### config.mk
export PLATFORM = sky130hd
export DESIGN_NAME = led_blink_multi
export DESIGN_NICKNAME = d
export VERILOG_FILES = /design/src/rtl/led_blink_pkg.sv /design/src/rtl/led_blink_channel.sv /design/src/rtl/led_blink_multi.sv
export SDC_FILE = /design/constraint.sdc
export NUM_CORES = 1
export LEC_CHECK = 0
export BUFFER_PORTS_ARGS = -buffer_cell sky130_fd_sc_hd__buf_2
export CAP_MARGIN = 20
export CORE_ASPECT_RATIO = 0.7
export CORE_MARGIN = 8
export CORE_UTILIZATION = 50
export CTS_BUF_LIST = sky130_fd_sc_hd__clkbuf_8
export DETAILED_ROUTE_END_ITERATION = 8
export PLACE_DENSITY = 0.69
export SLEW_MARGIN = 10
export SYNTH_ARGS = -nofsm -noshare
export SYNTH_HDL_FRONTEND = slang
export SYNTH_SLANG_ARGS = --single-unit
### constraint.sdc
create_clock -name i_Clock -period 7.46 [get_ports i_Clock]
set_input_delay 1.492 -clock i_Clock [delete_from_list [all_inputs] [get_ports i_Clock]]
set_output_delay 1.492 -clock i_Clock [all_outputs]
set_load 0.03 [all_outputs]
### src/rtl/led_blink_pkg.sv
// Shared definitions for the multi-channel LED blinker.
//   MODE_*          : 2-bit per-channel mode encodings driven on i_Mode
//   burst_state_e   : burst pattern state machine states
package led_blink_pkg;

   localparam logic [1:0] MODE_OFF   = 2'd0;
   localparam logic [1:0] MODE_ON    = 2'd1;
   localparam logic [1:0] MODE_BLINK = 2'd2;
   localparam logic [1:0] MODE_BURST = 2'd3;

   typedef enum logic [1:0] {
      StIdle,
      StFlashOn,
      StFlashOff,
      StGap
   } burst_state_e;

endpackage

### src/rtl/led_blink_channel.sv
// One LED channel: registered mode, tick counter, burst state machine and LED register.
// Ports:
//   i_Clock       : clock, rising edge
//   i_Reset       : synchronous active-high reset
//   i_Tick        : one-clock timebase pulse shared by all channels
//   i_Mode        : requested mode (MODE_OFF/ON/BLINK/BURST)
//   i_Half_Period : half-period in ticks, 0 treated as 1
//   o_LED         : registered LED drive
module led_blink_channel
   import led_blink_pkg::*;
#(
   parameter int unsigned PER_W   = 12,
   parameter int unsigned BURST_N = 3,
   parameter int unsigned GAP_HP  = 4
) (
   input  logic             i_Clock,
   input  logic             i_Reset,
   input  logic             i_Tick,
   input  logic [1:0]       i_Mode,
   input  logic [PER_W-1:0] i_Half_Period,
   output logic             o_LED
);

   // Four spare bits so GAP_HP * H (GAP_HP <= 15) always fits.
   localparam int unsigned CW = PER_W + 4;

   logic [1:0]    mode_q, mode_d;
   logic [CW-1:0] cnt_q, cnt_d;
   burst_state_e  state_q, state_d;
   logic [3:0]    flash_q, flash_d;
   logic          led_q, led_d;
   logic          mode_chg;
   logic          blink_tgl;

   logic [CW-1:0] half_eff;
   logic [CW-1:0] half_m1;
   logic [CW-1:0] gap_m1;

   // Half-period is used live, so a shorter H takes effect mid-count via ">=".
   assign half_eff = (i_Half_Period == '0) ? CW'(1) : CW'(i_Half_Period);
   assign half_m1  = half_eff - CW'(1);
   assign gap_m1   = CW'(GAP_HP) * half_eff - CW'(1);

   // State register
   always_ff @(posedge i_Clock) begin
      if (i_Reset) begin
         mode_q  <= MODE_OFF;
         cnt_q   <= '0;
         state_q <= StIdle;
         flash_q <= '0;
         led_q   <= 1'b0;
      end else begin
         mode_q  <= mode_d;
         cnt_q   <= cnt_d;
         state_q <= state_d;
         flash_q <= flash_d;
         led_q   <= led_d;
      end
   end

   // Next-state logic; a mode change wins over a coincident tick.
   always_comb begin
      mode_chg  = (i_Mode != mode_q);
      mode_d    = i_Mode;
      cnt_d     = cnt_q;
      state_d   = state_q;
      flash_d   = flash_q;
      blink_tgl = 1'b0;
      if (mode_chg) begin
         cnt_d   = '0;
         state_d = StIdle;
         flash_d = '0;
      end else begin
         unique case (mode_q)
            MODE_BLINK: begin
               if (i_Tick) begin
                  if (cnt_q >= half_m1) begin
                     blink_tgl = 1'b1;
                     cnt_d     = '0;
                  end else begin
                     cnt_d = cnt_q + CW'(1);
                  end
               end
            end
            MODE_BURST: begin
               unique case (state_q)
                  StIdle: begin
                     state_d = StFlashOn;
                     flash_d = 4'd1;
                     cnt_d   = '0;
                  end
                  StFlashOn: begin
                     if (i_Tick) begin
                        if (cnt_q >= half_m1) begin
                           state_d = StFlashOff;
                           cnt_d   = '0;
                        end else begin
                           cnt_d = cnt_q + CW'(1);
                        end
                     end
                  end
                  StFlashOff: begin
                     if (i_Tick) begin
                        if (cnt_q >= half_m1) begin
                           cnt_d = '0;
                           if (flash_q < 4'(BURST_N)) begin
                              state_d = StFlashOn;
                              flash_d = flash_q + 4'd1;
                           end else begin
                              state_d = StGap;
                           end
                        end else begin
                           cnt_d = cnt_q + CW'(1);
                        end
                     end
                  end
                  StGap: begin
                     if (i_Tick) begin
                        if (cnt_q >= gap_m1) begin
                           state_d = StFlashOn;
                           flash_d = 4'd1;
                           cnt_d   = '0;
                        end else begin
                           cnt_d = cnt_q + CW'(1);
                        end
                     end
                  end
                  default: state_d = StIdle;
               endcase
            end
            default: begin
               // OFF and ON keep the counter parked at zero.
               cnt_d   = '0;
               state_d = StIdle;
               flash_d = '0;
            end
         endcase
      end
   end

   // Output logic: next LED value derived from the next mode/state.
   always_comb begin
      led_d = 1'b0;
      unique case (mode_d)
         MODE_OFF:   led_d = 1'b0;
         MODE_ON:    led_d = 1'b1;
         MODE_BLINK: led_d = mode_chg ? 1'b0 : (led_q ^ blink_tgl);
         default:    led_d = (state_d == StFlashOn);
      endcase
   end

   assign o_LED = led_q;

endmodule

### src/rtl/led_blink_multi.sv
// Multi-channel LED blinker: a shared prescaler produces the timebase tick and NUM_CH
// independent channels each drive one LED as OFF, ON, BLINK or BURST.
// Ports:
//   i_Clock       : clock, rising edge
//   i_Reset       : synchronous active-high reset
//   i_Mode        : 2 bits per channel, channel k in [2k+1:2k]
//   i_Half_Period : PER_W bits per channel, channel k in [PER_W*k +: PER_W]
//   o_LED         : registered LED drive, bit k per channel
//   o_Tick        : registered one-clock pulse per timebase tick
module led_blink_multi
   import led_blink_pkg::*;
#(
   parameter int unsigned CLK_HZ  = 25000000,
   parameter int unsigned TICK_HZ = 1000,
   parameter int unsigned NUM_CH  = 4,
   parameter int unsigned PER_W   = 12,
   parameter int unsigned BURST_N = 3,
   parameter int unsigned GAP_HP  = 4
) (
   input  logic                    i_Clock,
   input  logic                    i_Reset,
   input  logic [2*NUM_CH-1:0]     i_Mode,
   input  logic [PER_W*NUM_CH-1:0] i_Half_Period,
   output logic [NUM_CH-1:0]       o_LED,
   output logic                    o_Tick
);

   localparam int unsigned DIV = CLK_HZ / TICK_HZ;
   localparam int unsigned PW  = (DIV > 1) ? $clog2(DIV) : 1;

   logic [PW-1:0] pre_q;
   logic          tick_q;

   // Prescaler: the tick is registered in the wrap clock, so the first pulse
   // lands DIV clocks after reset release.
   always_ff @(posedge i_Clock) begin
      if (i_Reset) begin
         pre_q  <= '0;
         tick_q <= 1'b0;
      end else if (pre_q == PW'(DIV - 1)) begin
         pre_q  <= '0;
         tick_q <= 1'b1;
      end else begin
         pre_q  <= pre_q + PW'(1);
         tick_q <= 1'b0;
      end
   end

   assign o_Tick = tick_q;

   for (genvar k = 0; k < NUM_CH; k++) begin : g_ch
      led_blink_channel #(
         .PER_W   (PER_W),
         .BURST_N (BURST_N),
         .GAP_HP  (GAP_HP)
      ) u_ch (
         .i_Clock       (i_Clock),
         .i_Reset       (i_Reset),
         .i_Tick        (tick_q),
         .i_Mode        (i_Mode[2*k +: 2]),
         .i_Half_Period (i_Half_Period[PER_W*k +: PER_W]),
         .o_LED         (o_LED[k])
      );
   end

endmodule
Word-level counts from Yosys, hierarchy flattened
Cells that the tools add are included.
{"block": "op_classes", "add_sub_neg": 17, "magnitude_cmp": 12, "n_eq_ne": 61, "mux": 121, "bitwise_logic": 8, "reduce_logical": 25}
{"op": "$mux W16", "count": 16}
{"op": "$pmux W16 S3", "count": 4}
{"op": "$ge A16 B16 Y1", "count": 8}
{"op": "$pmux W16 S2", "count": 4}
{"op": "$sub A16 B1 Y16 const B", "count": 8}
{"op": "$mux W4", "count": 20}
{"op": "$add A16 B1 Y16 const B", "count": 4}
{"op": "$mux W2", "count": 32}
{"op": "$logic_not A12 Y1", "count": 4}
{"op": "$mux W12", "count": 4}
{"op": "$pmux W4 S3", "count": 4}
{"op": "$eq A2 B2 Y1 const B", "count": 20}
{"op": "$ne A3 B2 Y1 const B", "count": 12}
{"op": "$pmux W2 S4", "count": 4}
{"op": "$pmux W4 S2", "count": 4}
{"op": "$reduce_and A7 Y1", "count": 4}
{"op": "$eq A2 B1 Y1 const B", "count": 12}
{"op": "$ne A3 B3 Y1 const B", "count": 8}
{"op": "$mux W1", "count": 21}
{"op": "$reduce_or A2 Y1", "count": 9}
{"op": "$add A4 B1 Y4 const B", "count": 4}
{"op": "$logic_not A2 Y1", "count": 8}
{"op": "$lt A4 B2 Y1 const B", "count": 4}
{"op": "$ne A4 B3 Y1 const B", "count": 4}
{"op": "other kinds (7)", "count": 22}
{"block": "word_totals", "register_bits": 116, "inputBits": 58, "out_inout_bits": 5, "wordCells": 266}

Longest topological paths before layout
Gate-level depths: netlist of run 1.
{"block": "depth", "ltp_word": 11, "ltp_mapped": 22, "mapped_depth_nobuf": 20}

Modules after synthesis
Synthesis of run 1 repeated with hierarchy kept, for this count alone.
{"block": "hier_totals", "hier_cells": 1311, "area_unflattened_um2": 10438.8}
{"module": "led_blink_channel (g_ch[0].u_ch ...)", "instances": 3, "cells_each": 313, "area_each_um2": 2471.1, "seq_area_each_um2": 500.5}
{"module": "led_blink_channel (g_ch[3].u_ch)", "instances": 1, "cells_each": 297, "area_each_um2": 2344.7, "seq_area_each_um2": 500.5}
{"module": "led_blink_multi", "instances": 1, "cells_each": 75, "area_each_um2": 680.7, "seq_area_each_um2": 320.3}

Least setup slack after synthesis of run 1
Ideal clock, no wire load.
{"block": "synth_path", "kind": "in2reg", "startpoint": "in i_Half_Period[41]", "endpoint": "reg g_ch[3].u_ch.cnt_q[14]", "setup_time_ps": 70, "arrival_time_ps": 5634, "required_ps": 7390, "path_slack_ps": 1755, "path_stages": 17, "path_buffers": 0, "path_cell_list": "nor4_1 nand2b_1 nor4_1 a21o_1 inv_1 ha_1 and2_1 xnor2_1 ha_1 a2111oi_0 o21ai_0 a221o_1 maj3_2 a2111oi_4 o21ai_2 or3_1 a21oi_1"}
{"block": "synth_between", "elab_chain_len": 8, "word_cells_on_any_way": 12, "classes_between": "add/sub: 2; order compare: 2; mux: 7; reduce/logical: 1"}
{"item": "start: declaration", "line": "led_blink_multi.sv:23", "rtl": "input logic [PER_W*NUM_CH-1:0] i_Half_Period,"}
{"item": "$logic_not A12 Y1", "line": "led_blink_channel.sv:40", "rtl": "assign half_eff = (i_Half_Period == '0) ? CW'(1) : CW'(i_Half_Period);"}
{"item": "$mux W12 (*)", "line": "led_blink_channel.sv:40"}
{"item": "$sub A16 B1 Y16, on equally long branches", "line": "led_blink_channel.sv:42, led_blink_channel.sv:41"}
{"item": "$ge A16 B16 Y1, on equally long branches"}
{"item": "$mux W16, on equally long branches"}
{"item": "$mux W16, on equally long branches", "line": "led_blink_channel.sv:118, led_blink_channel.sv:76"}
{"item": "$pmux W16 S3", "line": "led_blink_channel.sv:86", "rtl": "unique case (state_q)"}
{"item": "$pmux W16 S2 (*)", "line": "led_blink_channel.sv:74", "rtl": "unique case (mode_q)"}
{"item": "end signal: assignment", "line": "led_blink_channel.sv:54", "rtl": "cnt_q <= cnt_d;"}
{"item": "end: declaration", "line": "led_blink_channel.sv:28", "rtl": "logic [CW-1:0] cnt_q, cnt_d;"}
Every way passes the cells marked *; elsewhere a longest branch is shown, timed or not. The select of a mux whose other input is x is not followed.
A chain may end at the register's enable or synchronous reset.

Final worst setup path of run 1
{"block": "layout_path", "startpoint": "in i_Half_Period[40]", "endpoint": "reg g_ch[3].u_ch.led_q"}
{"block": "layout_between", "elab_chain_len": 11, "word_cells_on_any_way": 23, "classes_between": "add/sub: 2; order compare: 2; eq/ne: 1; mux: 16; bitwise: 1; reduce/logical: 1"}
{"item": "$logic_not A12 Y1", "line": "led_blink_channel.sv:40"}
{"item": "$mux W12 (*)", "line": "led_blink_channel.sv:40"}
{"item": "$sub A16 B1 Y16, on equally long branches", "line": "led_blink_channel.sv:42, led_blink_channel.sv:41"}
{"item": "$ge A16 B16 Y1, on equally long branches"}
{"item": "$mux W2, or another cell as far along", "line": "led_blink_channel.sv:119", "rtl": "if (cnt_q >= gap_m1) begin"}
{"item": "$mux W2, or another cell as far along", "line": "led_blink_channel.sv:118", "rtl": "if (i_Tick) begin"}
{"item": "$pmux W2 S4 or $mux W1 (tied branches)", "line": "led_blink_channel.sv:86, led_blink_channel.sv:74"}
{"item": "$pmux W2 S2 or $mux W1 (tied branches)", "line": "led_blink_channel.sv:74, led_blink_channel.sv:69"}
{"item": "$mux W2 or $xor A1 B1 Y1 (tied branches)", "line": "led_blink_channel.sv:69, led_blink_channel.sv:147"}
{"item": "$eq A2 B1 Y1 or $mux W1 (tied branches)", "line": "led_blink_channel.sv:148, led_blink_channel.sv:147"}
{"item": "$pmux W1 S3 (*)", "line": "led_blink_channel.sv:144", "rtl": "unique case (mode_d)"}
{"item": "end signal: assignment", "line": "led_blink_channel.sv:57", "rtl": "led_q <= led_d;"}
{"item": "end: declaration", "line": "led_blink_channel.sv:31", "rtl": "logic led_q, led_d;"}
Every way passes the cells marked *; elsewhere a longest branch is shown, timed or not.

==> run_summary.xml, run 1 <==
<?xml version="1.0" encoding="UTF-8"?>
<metrics>
  <group name="grt">
    <metric name="gr-total-overflow" unit="">0</metric>
    <metric name="initial_antenna_violation_count" unit="">0</metric>
    <metric name="grt_use_total" unit="%">20.3</metric>
    <metric name="use_met1" unit="%">28.7</metric>
    <metric name="grt_max_degree" unit="">55</metric>
    <metric name="grt_util_met2" unit="%">30.7</metric>
    <metric name="grt.met3_usage" unit="%">4.43</metric>
    <metric name="grt_first_pass_wirelength" unit="um">44700</metric>
    <metric name="via_count_of_the_first_global_routing_pass" unit="">9208</metric>
    <metric name="grt-busiest-layer" unit="">met2</metric>
  </group>
  <group name="worst_setup_path">
    <metric name="cp.arrival" unit="ns">6.39</metric>
    <metric name="timing.critical_path.from" unit="">i_Half_Period[40]</metric>
    <metric name="setup.worst_path.class" unit="">primary input to flip-flop</metric>
    <metric name="r2r.worst_path.cells" unit="">10</metric>
    <metric name="setup.worst_path.end_class" unit="">flip-flop</metric>
    <metric name="crit_required" unit="ns">7.86</metric>
    <metric name="worstReg2RegEnd" unit="">g_ch[2].u_ch.cnt_q[15]</metric>
    <metric name="rr_startpoint" unit="">g_ch[2].u_ch.cnt_q[5]</metric>
    <metric name="worst-path-max-fanout" unit="">8</metric>
    <metric name="setup_slack_reg_to_reg" unit="ns">3.98</metric>
    <metric name="start_kind" unit="">primary input</metric>
  </group>
  <group name="route">
    <metric name="dr_total_vias" unit="">10200</metric>
    <metric name="route.antenna.remaining_nets" unit="">0</metric>
    <metric name="drc" unit="">0</metric>
    <metric name="drt-initial-drc-count" unit="">835</metric>
    <metric name="vias_per_cell" unit="">6.05</metric>
    <metric name="routed_wire_length_per_instance" unit="um">15.9</metric>
    <metric name="drt_pass1_iterations" unit="">5</metric>
    <metric name="routed_wirelength" unit="um">26800</metric>
  </group>
  <group name="floorplanning">
    <metric name="initial_utilization" unit="%">51.0</metric>
    <metric name="design.portCount" unit="">63</metric>
    <metric name="die_h" unit="um">138</metric>
    <metric name="fp.dieArea" unit="um2">26200</metric>
    <metric name="core.rowCount" unit="">44</metric>
    <metric name="chipWidth" unit="um">190</metric>
    <metric name="core_region_area" unit="um2">20800</metric>
  </group>
  <group name="timing">
    <metric name="report.final.slew_viol_count" unit="">0</metric>
    <metric name="totalNegativeSetupSlack" unit="ns">0</metric>
    <metric name="timing.final.crit_share" unit="%">80.3</metric>
    <metric name="clock_tree_skew_after_final_layout" unit="ns">0.0127</metric>
    <metric name="final_hold_viol_count" unit="">0</metric>
    <metric name="period_minus_ws_final" unit="ns">5.99</metric>
    <metric name="final_critical_path_setup_slack" unit="ns">1.47</metric>
    <metric name="report.final.setup_viol" unit="">0</metric>
    <metric name="grt_setup_unrepaired" unit="">false</metric>
    <metric name="timing.fmax" unit="MHz">167</metric>
    <metric name="worst_pin_slew" unit="ns">0.853</metric>
    <metric name="slew-limit-headroom" unit="%">42.6</metric>
  </group>
  <group name="clocking">
    <metric name="cts_max_level" unit="">4</metric>
    <metric name="clock_path_buffers" unit="">2</metric>
    <metric name="worstSkewPairLatency" unit="ns">0.47</metric>
    <metric name="cts_resized" unit="">0</metric>
    <metric name="clock_sinks" unit="">116</metric>
    <metric name="worst_setup_hold_path_clk_slew" unit="ns">0.08</metric>
    <metric name="cts_root_buf" unit="">sky130_fd_sc_hd__clkbuf_8</metric>
    <metric name="tritoncts" unit="">built</metric>
    <metric name="postCtsSetupRepairBufs" unit="">0</metric>
    <metric name="tritoncts.num_buffers" unit="">17</metric>
    <metric name="cts_hold_repair.buffers" unit="">0</metric>
  </group>
  <group name="flow_run">
    <metric name="max-cap-violations" unit="">0</metric>
  </group>
  <group name="logic_synthesis">
    <metric name="synth_ff_type" unit="">sky130_fd_sc_hd__dfxtp_1</metric>
    <metric name="synth.ff_latch_count" unit="">116</metric>
    <metric name="synthDominantAreaCellType" unit="">sky130_fd_sc_hd__dfxtp_1</metric>
    <metric name="post_syn_instances" unit="">1347</metric>
    <metric name="postSynthAreaPerCell" unit="um2">7.86</metric>
    <metric name="yosysUniqueCellTypes" unit="">99</metric>
    <metric name="yosysWarningCount" unit="">0</metric>
    <metric name="mappedNetlistArea" unit="um2">10600</metric>
    <metric name="share_of_yosys_cell_area_claimed_by_the_top_area_cell_type" unit="%">21.9</metric>
    <metric name="synth_async_sr_flop_share" unit="%">0</metric>
    <metric name="synth-edff-count" unit="">0</metric>
    <metric name="synthTopCellsByArea" unit="">sky130_fd_sc_hd__dfxtp_1 (22%), sky130_fd_sc_hd__ha_1 (17%), sky130_fd_sc_hd__a21oi_1 (5.1%), sky130_fd_sc_hd__o21ai_0 (4.3%), sky130_fd_sc_hd__nand2_1 (3.9%)</metric>
    <metric name="synth_sequential_area_ratio" unit="%">21.9</metric>
  </group>
  <group name="pwr">
    <metric name="vdd.ir_drop.worst" unit="uV">78.2</metric>
    <metric name="pwr_density_cell" unit="nW/um2">120</metric>
    <metric name="power.static_leakage" unit="nW">4.60</metric>
    <metric name="design_power_total" unit="mW">1.37</metric>
  </group>
  <group name="outcome">
    <metric name="run_status" unit="">finished clean</metric>
  </group>
  <group name="min_path">
    <metric name="hold_path_startpoint" unit="">pre_q[0]</metric>
    <metric name="hold_end" unit="">pre_q[0]</metric>
    <metric name="hold_path.class" unit="">flip-flop to flip-flop</metric>
    <metric name="min_path_cells" unit="">1</metric>
  </group>
  <group name="finish">
    <metric name="multi_input_gate_area" unit="um2">7830</metric>
    <metric name="seq_area" unit="um2">2320</metric>
    <metric name="post_route_cells_drive_above_1_share" unit="%">10.3</metric>
    <metric name="syn2layout_area_growth" unit="%">7.73</metric>
    <metric name="fillers" unit="">1983</metric>
    <metric name="finish.utilization" unit="%">55.0</metric>
    <metric name="layoutNonFillerInstCount" unit="">1685</metric>
    <metric name="num_antenna_cells" unit="">0</metric>
    <metric name="num-nets-final" unit="">1595</metric>
  </group>
  <group name="placed_design">
    <metric name="dp_slack" unit="ns">1.03</metric>
    <metric name="dpl.hpwl" unit="um">20700</metric>
    <metric name="gp_congestion" unit="">0.880</metric>
    <metric name="port_buffers" unit="">62</metric>
    <metric name="post-place-cells" unit="">1653</metric>
  </group>
</metrics>
==> where the power goes <==
group | internal, mW | switching (mW)
logic | 0.0602 | 0.0970
clock network | 0.284 | 0.293
registers | 0.624 | 0.00941
==> area by class of cell <==
cell class	count	area share (%)
well taps	276	3.03
multi-input cells	1146	68.7
clock inverters	13	1.09
clock buffers	19	2.29
repair buffers	65	2.92
flip-flops and latches	116	20.4
inverters	50	1.65
==> state kept, by name, indices dropped and copies added, names as in the netlist <==
signal,cells
g_ch.u_ch.cnt_q,64
g_ch.u_ch.flash_q,16
pre_q,15
g_ch.u_ch.mode_q,8
g_ch.u_ch.state_q,8
g_ch.u_ch.o_LED,4
o_Tick,1
==> synthesized netlist by cell type, drive strengths merged, types with 14 or more instances <==
cell type	number
nand2	110
nor2b	27
xnor2	30
and2	14
or3	20
nor2	111
a21o	20
xor2	27
nor3	42
a211oi	24
buf	14
nand2b	17
nand4	16
nand3	60
clkbuf	31
a21oi	110
ha	141
o21ai	96
dfxtp	116
nor4	16
a31oi	22
and3	41
inv	50
==> worst max path at each step <==
stage	end	slack (ns)	depth (start not counted)
after floorplan	g_ch[3].u_ch.cnt_q[14]	1.76	17
after global placement	g_ch[3].u_ch.o_LED	1.24	20
after detailed placement	g_ch[3].u_ch.o_LED	1.03	20
after CTS	g_ch[3].u_ch.o_LED	1.52	20
after global routing	g_ch[3].u_ch.cnt_q[2]	0.98	20
final	g_ch[3].u_ch.o_LED	1.47	20
==> worst max-delay path, stage by stage <==
cell	delay [ns]
sky130_fd_sc_hd__buf_2	0.13
sky130_fd_sc_hd__nor4_1	0.45
sky130_fd_sc_hd__nand2b_1	0.16
sky130_fd_sc_hd__nor4_1	0.67
sky130_fd_sc_hd__a21o_1	0.23
sky130_fd_sc_hd__inv_1	0.06
sky130_fd_sc_hd__ha_1	0.21
sky130_fd_sc_hd__and2_1	0.19
sky130_fd_sc_hd__nand2_1	0.08
sky130_fd_sc_hd__xor2_1	0.24
sky130_fd_sc_hd__ha_1	0.30
sky130_fd_sc_hd__nand4_1	0.09
sky130_fd_sc_hd__nor2_1	0.05
sky130_fd_sc_hd__a221o_1	0.35
sky130_fd_sc_hd__maj3_1	0.37
sky130_fd_sc_hd__a21oi_1	0.48
sky130_fd_sc_hd__o21ai_0	0.15
sky130_fd_sc_hd__a221oi_1	0.37
sky130_fd_sc_hd__o31ai_1	0.13
sky130_fd_sc_hd__a31oi_1	0.17
==> stage by stage <==
stage                     instance area [um2]  hold slack (ns)
after detailed placement                11000            0.442
after global placement                  11000            0.435
final                                   11400            0.454
after CTS                               11400            0.461
after global routing                    11400            0.475
after floorplan                         10600            0.418
==> layer usage <==
layer / wire [um] / vias to the layer above
li1: - / 5151
met1: 13800 / 4768
met2: 11400 / 254
met3: 1370 / 21
met4: 211 / 0
met5: 0 / -
==> placed cells by master, fill, tap and decap left out, drive strengths merged, types with 14 or more instances in the layout <==
cell	netlist	layout
a211oi	24	24
a21o	20	20
a21oi	110	110
a31oi	22	22
and2	14	14
and3	41	41
buf	14	65
clkbuf	31	19
dfxtp	116	116
ha	141	141
inv	50	53
nand2	110	110
nand2b	17	17
nand3	60	60
nand4	16	16
nor2	111	111
nor2b	27	27
nor3	42	42
nor4	16	16
o21ai	96	96
or3	20	20
xnor2	30	30
xor2	27	27
==> kinds of logic after synthesis <==
family                     synth area share [%]
AOI/OAI and AO/OA                          25.0
xor gates and xnor gates                   4.71
adders and majority gates                  17.1
buffers and inverters                      4.49
DFF                                        21.9
muxes                                      1.16
other                                    0.0354
and+or+nand+nor                            25.5
(Power assumes the default switching activity.)
==> run 2, diff against run 1 <==
Settings changed: ABC_AREA set to 1, PLACE_DENSITY 0.69 to 0.68.
Clock period 7.46 ns to 6.1 ns, I/O delays scaled along.
==> run 2 against run 1 <==
Critical path depth up 6. Routed wire length up 7.8%. Clock skew up 0.0025 ns. Sequential share of layout area down 1.9 points. Synthesized cell count up 31%. Register-to-register slack worse by 1.3 ns. Combinational power up 25%. Total power up 34%. Via count up 12%. Hold slack worse by 0.015 ns. Clock power up 50%.
==> run_summary.xml, run 2 <==
<?xml version="1.0" encoding="UTF-8"?>
<metrics>
  <group name="outcome">
    <metric name="run_status" unit="">finished clean</metric>
  </group>
  <group name="route">
    <metric name="drc" unit="">0</metric>
    <metric name="wirelength_met1" unit="um">14900</metric>
    <metric name="routed_wire_length_per_instance" unit="um">13.4</metric>
    <metric name="met3RoutedLength" unit="um">1370</metric>
    <metric name="drt-initial-drc-count" unit="">995</metric>
    <metric name="met2_wirelength" unit="um">12300</metric>
    <metric name="route.antenna.remaining_nets" unit="">0</metric>
    <metric name="dr_total_vias" unit="">11500</metric>
    <metric name="drt_pass1_iterations" unit="">6</metric>
    <metric name="vias_per_cell" unit="">5.34</metric>
    <metric name="topRoutingLayerUsed" unit="">met4</metric>
    <metric name="routed_wirelength" unit="um">28900</metric>
  </group>
  <group name="finish">
    <metric name="syn2layout_area_growth" unit="%">8.75</metric>
    <metric name="layout.cells.most_common" unit="">sky130_fd_sc_hd__nand2_1</metric>
    <metric name="register_with_the_most_flip_flops" unit="">g_ch.u_ch.cnt_q</metric>
    <metric name="num-nets-final" unit="">2021</metric>
    <metric name="num_antenna_cells" unit="">0</metric>
    <metric name="layoutNonFillerInstCount" unit="">2147</metric>
    <metric name="largest_reg_flops" unit="">64</metric>
    <metric name="layout_top_registers" unit="">g_ch.u_ch.cnt_q x64, g_ch.u_ch.flash_q x16, pre_q x15</metric>
    <metric name="layout.cell_area.non_filler" unit="um2">12600</metric>
    <metric name="layout_common_cells" unit="">sky130_fd_sc_hd__nand2_1 (369), sky130_fd_sc_hd__inv_1 (242), sky130_fd_sc_hd__nor2_1 (149)</metric>
    <metric name="fillers" unit="">2262</metric>
    <metric name="post_route_cells_drive_above_1_share" unit="%">9.32</metric>
    <metric name="finish.utilization" unit="%">55.5</metric>
  </group>
  <group name="pwr">
    <metric name="pwr_density_cell" unit="nW/um2">146</metric>
    <metric name="power.static_leakage" unit="nW">5.56</metric>
    <metric name="vdd.ir_drop.worst" unit="uV">127</metric>
    <metric name="design_power_total" unit="mW">1.83</metric>
  </group>
  <group name="logic_synthesis">
    <metric name="synth_ff_type" unit="">sky130_fd_sc_hd__dfxtp_1</metric>
    <metric name="postSynthAreaPerCell" unit="um2">6.53</metric>
    <metric name="yosysWarningCount" unit="">0</metric>
    <metric name="synth.ff_latch_count" unit="">116</metric>
    <metric name="synthDominantAreaCellType" unit="">sky130_fd_sc_hd__dfxtp_1</metric>
    <metric name="synth.cells.most_frequent" unit="">sky130_fd_sc_hd__nand2_1 (369), sky130_fd_sc_hd__inv_1 (238), sky130_fd_sc_hd__nor2_1 (149)</metric>
    <metric name="synth_async_sr_flop_share" unit="%">0</metric>
    <metric name="share_of_yosys_cell_area_claimed_by_the_top_area_cell_type" unit="%">20.1</metric>
    <metric name="post-synth-top-count-cell" unit="">sky130_fd_sc_hd__nand2_1</metric>
    <metric name="synthTopCellsByArea" unit="">sky130_fd_sc_hd__dfxtp_1 (20%), sky130_fd_sc_hd__ha_1 (15%), sky130_fd_sc_hd__nand2_1 (12%), sky130_fd_sc_hd__inv_1 (7.7%), sky130_fd_sc_hd__a21oi_1 (5.1%)</metric>
    <metric name="synth_sequential_area_ratio" unit="%">20.1</metric>
    <metric name="synth-edff-count" unit="">0</metric>
    <metric name="post_syn_instances" unit="">1771</metric>
    <metric name="mappedNetlistArea" unit="um2">11600</metric>
    <metric name="yosysUniqueCellTypes" unit="">51</metric>
  </group>
  <group name="floorplanning">
    <metric name="fp.dieArea" unit="um2">28300</metric>
    <metric name="core.rowCount" unit="">46</metric>
    <metric name="initial_utilization" unit="%">51.0</metric>
    <metric name="design.portCount" unit="">63</metric>
    <metric name="chipWidth" unit="um">198</metric>
    <metric name="core_region_area" unit="um2">22700</metric>
    <metric name="die_h" unit="um">143</metric>
  </group>
  <group name="grt">
    <metric name="grt_first_pass_wirelength" unit="um">49300</metric>
    <metric name="via_count_of_the_first_global_routing_pass" unit="">10400</metric>
    <metric name="gr-total-overflow" unit="">0</metric>
    <metric name="initial_antenna_violation_count" unit="">0</metric>
    <metric name="grt_max_degree" unit="">64</metric>
    <metric name="grt_use_total" unit="%">20.5</metric>
  </group>
  <group name="timing">
    <metric name="timing.final.crit_share" unit="%">73.0</metric>
    <metric name="report.final.setup_viol" unit="">0</metric>
    <metric name="report.final.slew_viol_count" unit="">0</metric>
    <metric name="slew-limit-headroom" unit="%">36.4</metric>
    <metric name="grt_setup_unrepaired" unit="">false</metric>
    <metric name="final_hold_viol_count" unit="">0</metric>
    <metric name="timing.fmax" unit="MHz">225</metric>
    <metric name="period_minus_ws_final" unit="ns">4.45</metric>
    <metric name="worst_pin_slew" unit="ns">0.953</metric>
    <metric name="finalHoldWorstSlack" unit="ns">0.439</metric>
    <metric name="final_critical_path_setup_slack" unit="ns">1.65</metric>
    <metric name="totalNegativeSetupSlack" unit="ns">0</metric>
    <metric name="clock_tree_skew_after_final_layout" unit="ns">0.0152</metric>
  </group>
  <group name="worst_setup_path">
    <metric name="rr_startpoint" unit="">o_Tick</metric>
    <metric name="cp.arrival" unit="ns">4.84</metric>
    <metric name="r2r.worst_path.cells" unit="">9</metric>
    <metric name="setup.worst_path.class" unit="">primary input to flip-flop</metric>
    <metric name="worst-path-max-fanout" unit="">12</metric>
    <metric name="setup_slack_reg_to_reg" unit="ns">2.70</metric>
    <metric name="worstReg2RegEnd" unit="">g_ch[3].u_ch.flash_q[1]</metric>
    <metric name="setup.worst_path.end_class" unit="">flip-flop</metric>
    <metric name="crit_required" unit="ns">6.49</metric>
    <metric name="start_kind" unit="">primary input</metric>
  </group>
  <group name="clocking">
    <metric name="cts_max_level" unit="">4</metric>
    <metric name="clock_path_buffers" unit="">2</metric>
    <metric name="cts_resized" unit="">0</metric>
    <metric name="clock_sinks" unit="">116</metric>
    <metric name="tritoncts.num_buffers" unit="">17</metric>
    <metric name="worst_setup_hold_path_clk_slew" unit="ns">0.08</metric>
    <metric name="postCtsSetupRepairBufs" unit="">0</metric>
    <metric name="cts_root_buf" unit="">sky130_fd_sc_hd__clkbuf_8</metric>
    <metric name="cts_hold_repair.buffers" unit="">0</metric>
    <metric name="worstSkewPairLatency" unit="ns">0.46</metric>
    <metric name="tritoncts" unit="">built</metric>
  </group>
  <group name="placed_design">
    <metric name="dp_slack" unit="ns">1.18</metric>
    <metric name="port_buffers" unit="">62</metric>
    <metric name="placed_area" unit="um2">12100</metric>
    <metric name="post-place-cells" unit="">2115</metric>
    <metric name="gp_congestion" unit="">0.880</metric>
    <metric name="dpl.hpwl" unit="um">21700</metric>
  </group>
  <group name="min_path">
    <metric name="hold_path_startpoint" unit="">g_ch[0].u_ch.flash_q[3]</metric>
    <metric name="hold_end" unit="">g_ch[0].u_ch.flash_q[3]</metric>
    <metric name="hold_path.class" unit="">flip-flop to flip-flop</metric>
    <metric name="min_path_cells" unit="">2</metric>
  </group>
  <group name="flow_run">
    <metric name="max-cap-violations" unit="">0</metric>
  </group>
</metrics>
-- run 2: per-layer routing --
| metal | track usage, % | up-vias |
|---|---|---|
| li1 | - | 6033 |
| met3 | 3.46 | 26 |
| met1 | 28.7 | 5135 |
| met5 | 0 | - |
| met2 | 32.4 | 262 |
| met4 | 4.35 | 0 |
-- run 2: cell families after synthesis --
group / count (synthesis) / synth area share [%]
adder cells (fa/ha/maj): 141 / 15.3
buffers and inverters: 297 / 10.1
AND/OR/NAND/NOR: 759 / 29.3
XOR/XNOR: 86 / 6.51
flip-flops: 116 / 20.1
other: 1 / 0.0324
AO/OA/AOI/OAI: 371 / 18.7
-- run 2: worst max path at each step --
stage,from,to,slack (ns),depth (start not counted)
after global routing,i_Half_Period[41],g_ch[3].u_ch.cnt_q[14],1.08,26
after CTS,i_Half_Period[41],g_ch[3].u_ch.cnt_q[1],1.65,26
after floorplan,i_Half_Period[21],g_ch[1].u_ch.o_LED,2.06,28
after detailed placement,i_Half_Period[41],g_ch[3].u_ch.cnt_q[1],1.18,26
final,i_Half_Period[41],g_ch[3].u_ch.cnt_q[1],1.65,26
after global placement,i_Half_Period[41],g_ch[3].u_ch.cnt_q[1],1.25,26
-- run 2: cell type report --
| type | count | area [um2] | area share [%] |
|---|---|---|---|
| tap | 312 | 390 | 3.10 |
| multi-input combinational | 1369 | 8120 | 64.5 |
| clock inverter | 14 | 218 | 1.73 |
| sequential | 116 | 2330 | 18.5 |
| clock buffer | 18 | 248 | 1.97 |
| inverter | 254 | 953 | 7.58 |
| timing repair buffer | 64 | 325 | 2.59 |
-- run 2: critical path: stages --
cell and delay (ns):
sky130_fd_sc_hd__buf_2 0.13, sky130_fd_sc_hd__nor2_1 0.17, sky130_fd_sc_hd__nand2_1 0.10, sky130_fd_sc_hd__nor2_2 0.21
sky130_fd_sc_hd__a21oi_1 0.16, sky130_fd_sc_hd__ha_1 0.24, sky130_fd_sc_hd__nand2_1 0.15, sky130_fd_sc_hd__xor2_1 0.22
sky130_fd_sc_hd__ha_1 0.27, sky130_fd_sc_hd__nand2_1 0.07, sky130_fd_sc_hd__inv_1 0.04, sky130_fd_sc_hd__nand3_1 0.06
sky130_fd_sc_hd__a21oi_1 0.05, sky130_fd_sc_hd__o211ai_1 0.16, sky130_fd_sc_hd__nand2_1 0.07, sky130_fd_sc_hd__o21ai_0 0.16
sky130_fd_sc_hd__nand3b_1 0.10, sky130_fd_sc_hd__o211ai_1 0.14, sky130_fd_sc_hd__nand2_1 0.13, sky130_fd_sc_hd__nor2_2 0.13
sky130_fd_sc_hd__nand2_1 0.30, sky130_fd_sc_hd__inv_1 0.25, sky130_fd_sc_hd__nand2_1 0.07, sky130_fd_sc_hd__nand2_1 0.07
sky130_fd_sc_hd__nand2_1 0.05, sky130_fd_sc_hd__a21oi_1 0.14
-- run 2: power breakdown --
part           switching [mW]  total (mW)  internal [mW]
logic                   0.127       0.197         0.0696
registers             0.00527       0.768          0.763
clock network           0.336       0.866          0.530
==> run 3, diff against run 2 <==
Clock period 6.1 ns to 4.6 ns, I/O delays scaled along.
==> run 3 against run 2 <==
Largest power group unchanged. Count of clock-buffer cells in the layout grew 2. Setup slack lost 1.2 ns. Global-route usage grew 0.37 points. First-iteration DRC count shrank 11%. Via count grew 0.75%. Cell count grew 0.28%. Sequential power grew 33%. Routed wire length grew 1.2%.
==> run_summary.xml, run 3 (same netlist as run 2, synthesis figures left out) <==
<?xml version="1.0" encoding="UTF-8"?>
<metrics>
  <group name="timing">
    <metric name="worst_pin_slew" unit="ns">0.860</metric>
    <metric name="report.final.setup_viol" unit="">0</metric>
    <metric name="slew-limit-headroom" unit="%">42.3</metric>
    <metric name="finalHoldWorstSlack" unit="ns">0.443</metric>
    <metric name="clock_tree_skew_after_final_layout" unit="ns">0.0136</metric>
    <metric name="report.final.slew_viol_count" unit="">0</metric>
    <metric name="totalNegativeSetupSlack" unit="ns">0</metric>
    <metric name="final_hold_viol_count" unit="">0</metric>
    <metric name="grt_setup_unrepaired" unit="">false</metric>
    <metric name="timing.fmax" unit="MHz">242</metric>
    <metric name="period_minus_ws_final" unit="ns">4.14</metric>
    <metric name="final_critical_path_setup_slack" unit="ns">0.460</metric>
    <metric name="timing.final.crit_share" unit="%">90.0</metric>
  </group>
  <group name="finish">
    <metric name="layout_common_cells" unit="">sky130_fd_sc_hd__nand2_1 (369), sky130_fd_sc_hd__inv_1 (241), sky130_fd_sc_hd__nor2_1 (149)</metric>
    <metric name="register_with_the_most_flip_flops" unit="">g_ch.u_ch.cnt_q</metric>
    <metric name="num-nets-final" unit="">2027</metric>
    <metric name="layout.cells.most_common" unit="">sky130_fd_sc_hd__nand2_1</metric>
    <metric name="post_route_cells_drive_above_1_share" unit="%">9.67</metric>
    <metric name="layout_top_registers" unit="">g_ch.u_ch.cnt_q x64, g_ch.u_ch.flash_q x16, pre_q x15</metric>
    <metric name="largest_reg_flops" unit="">64</metric>
    <metric name="num_antenna_cells" unit="">0</metric>
    <metric name="fillers" unit="">2289</metric>
    <metric name="syn2layout_area_growth" unit="%">8.89</metric>
    <metric name="layout.cell_area.non_filler" unit="um2">12600</metric>
  </group>
  <group name="placed_design">
    <metric name="dpl.hpwl" unit="um">22100</metric>
    <metric name="placed_area" unit="um2">12200</metric>
    <metric name="port_buffers" unit="">62</metric>
    <metric name="gp_congestion" unit="">0.894</metric>
    <metric name="dp_slack" unit="ns">0.000196</metric>
  </group>
  <group name="route">
    <metric name="met2_wirelength" unit="um">12600</metric>
    <metric name="vias_per_cell" unit="">5.36</metric>
    <metric name="routed_wire_length_per_instance" unit="um">13.6</metric>
    <metric name="wirelength_met1" unit="um">14900</metric>
    <metric name="drc" unit="">0</metric>
    <metric name="dr_total_vias" unit="">11500</metric>
    <metric name="drt_pass1_iterations" unit="">7</metric>
    <metric name="topRoutingLayerUsed" unit="">met4</metric>
    <metric name="routed_wirelength" unit="um">29200</metric>
    <metric name="route.antenna.remaining_nets" unit="">0</metric>
    <metric name="met3RoutedLength" unit="um">1490</metric>
    <metric name="drt-initial-drc-count" unit="">884</metric>
  </group>
  <group name="floorplanning">
    <metric name="fp.dieArea" unit="um2">28300</metric>
    <metric name="chipWidth" unit="um">198</metric>
    <metric name="core_region_area" unit="um2">22700</metric>
    <metric name="die_h" unit="um">143</metric>
    <metric name="core.rowCount" unit="">46</metric>
    <metric name="initial_utilization" unit="%">51.0</metric>
    <metric name="design.portCount" unit="">63</metric>
  </group>
  <group name="clocking">
    <metric name="cts_root_buf" unit="">sky130_fd_sc_hd__clkbuf_8</metric>
    <metric name="worstSkewPairLatency" unit="ns">0.46</metric>
    <metric name="clock_path_buffers" unit="">2</metric>
    <metric name="clock_sinks" unit="">116</metric>
    <metric name="worst_setup_hold_path_clk_slew" unit="ns">0.07</metric>
    <metric name="cts_max_level" unit="">4</metric>
    <metric name="tritoncts.num_buffers" unit="">17</metric>
    <metric name="cts_resized" unit="">0</metric>
    <metric name="postCtsSetupRepairBufs" unit="">0</metric>
    <metric name="cts_hold_repair.buffers" unit="">0</metric>
    <metric name="tritoncts" unit="">built</metric>
  </group>
  <group name="worst_setup_path">
    <metric name="worst-path-max-fanout" unit="">12</metric>
    <metric name="critical_path_buf_inv_count" unit="">3</metric>
    <metric name="cp.arrival" unit="ns">4.52</metric>
    <metric name="start_kind" unit="">primary input</metric>
    <metric name="setup.worst_path.class" unit="">primary input to flip-flop</metric>
    <metric name="cpLargestDelayFamily" unit="">simple AND/OR/NAND/NOR gates</metric>
    <metric name="setup.worst_path.end_class" unit="">flip-flop</metric>
    <metric name="crit_required" unit="ns">4.98</metric>
    <metric name="max_stage_delay" unit="ns">0.30</metric>
    <metric name="timing.critical_path.mode_cell" unit="">sky130_fd_sc_hd__nand2_1</metric>
    <metric name="cp_slowest_cell" unit="">sky130_fd_sc_hd__nand2_1</metric>
  </group>
  <group name="pwr">
    <metric name="power.static_leakage" unit="nW">5.57</metric>
    <metric name="seqPwrFrac" unit="%">43.3</metric>
    <metric name="sw_frac_of_total" unit="%">26.5</metric>
    <metric name="design_power_total" unit="mW">2.35</metric>
    <metric name="p_int" unit="mW">1.73</metric>
    <metric name="clock_power_share" unit="%">45.5</metric>
    <metric name="gate_power_share" unit="%">11.2</metric>
    <metric name="pwr_density_cell" unit="nW/um2">187</metric>
    <metric name="p_sw" unit="mW">0.624</metric>
    <metric name="vdd.ir_drop.worst" unit="uV">183</metric>
  </group>
  <group name="grt">
    <metric name="initial_antenna_violation_count" unit="">0</metric>
    <metric name="grt_first_pass_wirelength" unit="um">49900</metric>
    <metric name="grt_use_total" unit="%">20.8</metric>
    <metric name="via_count_of_the_first_global_routing_pass" unit="">10700</metric>
    <metric name="gr-total-overflow" unit="">0</metric>
    <metric name="grt_max_degree" unit="">64</metric>
  </group>
  <group name="min_path">
    <metric name="hold_path.class" unit="">flip-flop to flip-flop</metric>
  </group>
  <group name="flow_run">
    <metric name="max-cap-violations" unit="">0</metric>
  </group>
  <group name="outcome">
    <metric name="run_status" unit="">finished clean</metric>
  </group>
</metrics>
run 3: cell count changes in the layout (fill, tap and decap cells not counted):
cell                         previous run  this run
sky130_fd_sc_hd__bufinv_16              6         4
sky130_fd_sc_hd__buf_4                  2         8
sky130_fd_sc_hd__clkbuf_8              18        20
sky130_fd_sc_hd__clkinvlp_4             1         2
sky130_fd_sc_hd__inv_1                242       241
run 3: area by class of cell:
| class | count | area [um2] | area share, % |
|---|---|---|---|
| sequential | 116 | 2330 | 18.5 |
| tap | 312 | 390 | 3.10 |
| timing repair buffer | 70 | 370 | 2.94 |
| clock inverter | 12 | 161 | 1.28 |
| multi-input combinational | 1369 | 8120 | 64.4 |
| clock buffer | 20 | 275 | 2.19 |
| inverter | 254 | 953 | 7.57 |
run 3: path summary, 6_finish.rpt:
check	from	end	slack, ns	cells after the start
worst max-delay path	i_Half_Period[41]	g_ch[3].u_ch.cnt_q[1]	0.46	26
worst min-delay path	g_ch[1].u_ch.flash_q[3]	g_ch[1].u_ch.flash_q[3]	0.44	2
worst max register to register	g_ch[3].u_ch.cnt_q[3]	g_ch[3].u_ch.cnt_q[1]	1.69	16
worst min register to register	g_ch[1].u_ch.flash_q[3]	g_ch[1].u_ch.flash_q[3]	0.44	2
run 3: metal layers:
metal,global-route usage (%),vias to the layer above
met5,0,-
met4,4.39,0
met3,3.95,22
met2,32.9,284
met1,29.0,5197
li1,-,6039
run 3: stage by stage:
stage               instances  utilization, %
floorplan                1782               -
global placement         2121            53.6
detailed placement       2121            53.6
CTS                      2153            55.5
global route             2153            55.5
finish                   2153            55.5
run 3: tightest hold or removal path, stage by stage (launching register included):
cell,delay (ns)
sky130_fd_sc_hd__dfxtp_1,0.31
sky130_fd_sc_hd__nand2_1,0.06
sky130_fd_sc_hd__nor2_1,0.04
run 3: power groups by stage:
stage / registers (mW) / clock network, mW / logic (mW)
final: 1.02 / 1.07 / 0.263
after global routing: 1.02 / 1.14 / 0.301
after floorplan: 1.04 / 0 / 0.177
after global placement: 1.04 / 0 / 0.254
after detailed placement: 1.04 / 0 / 0.262
after CTS: 1.02 / 1.09 / 0.263
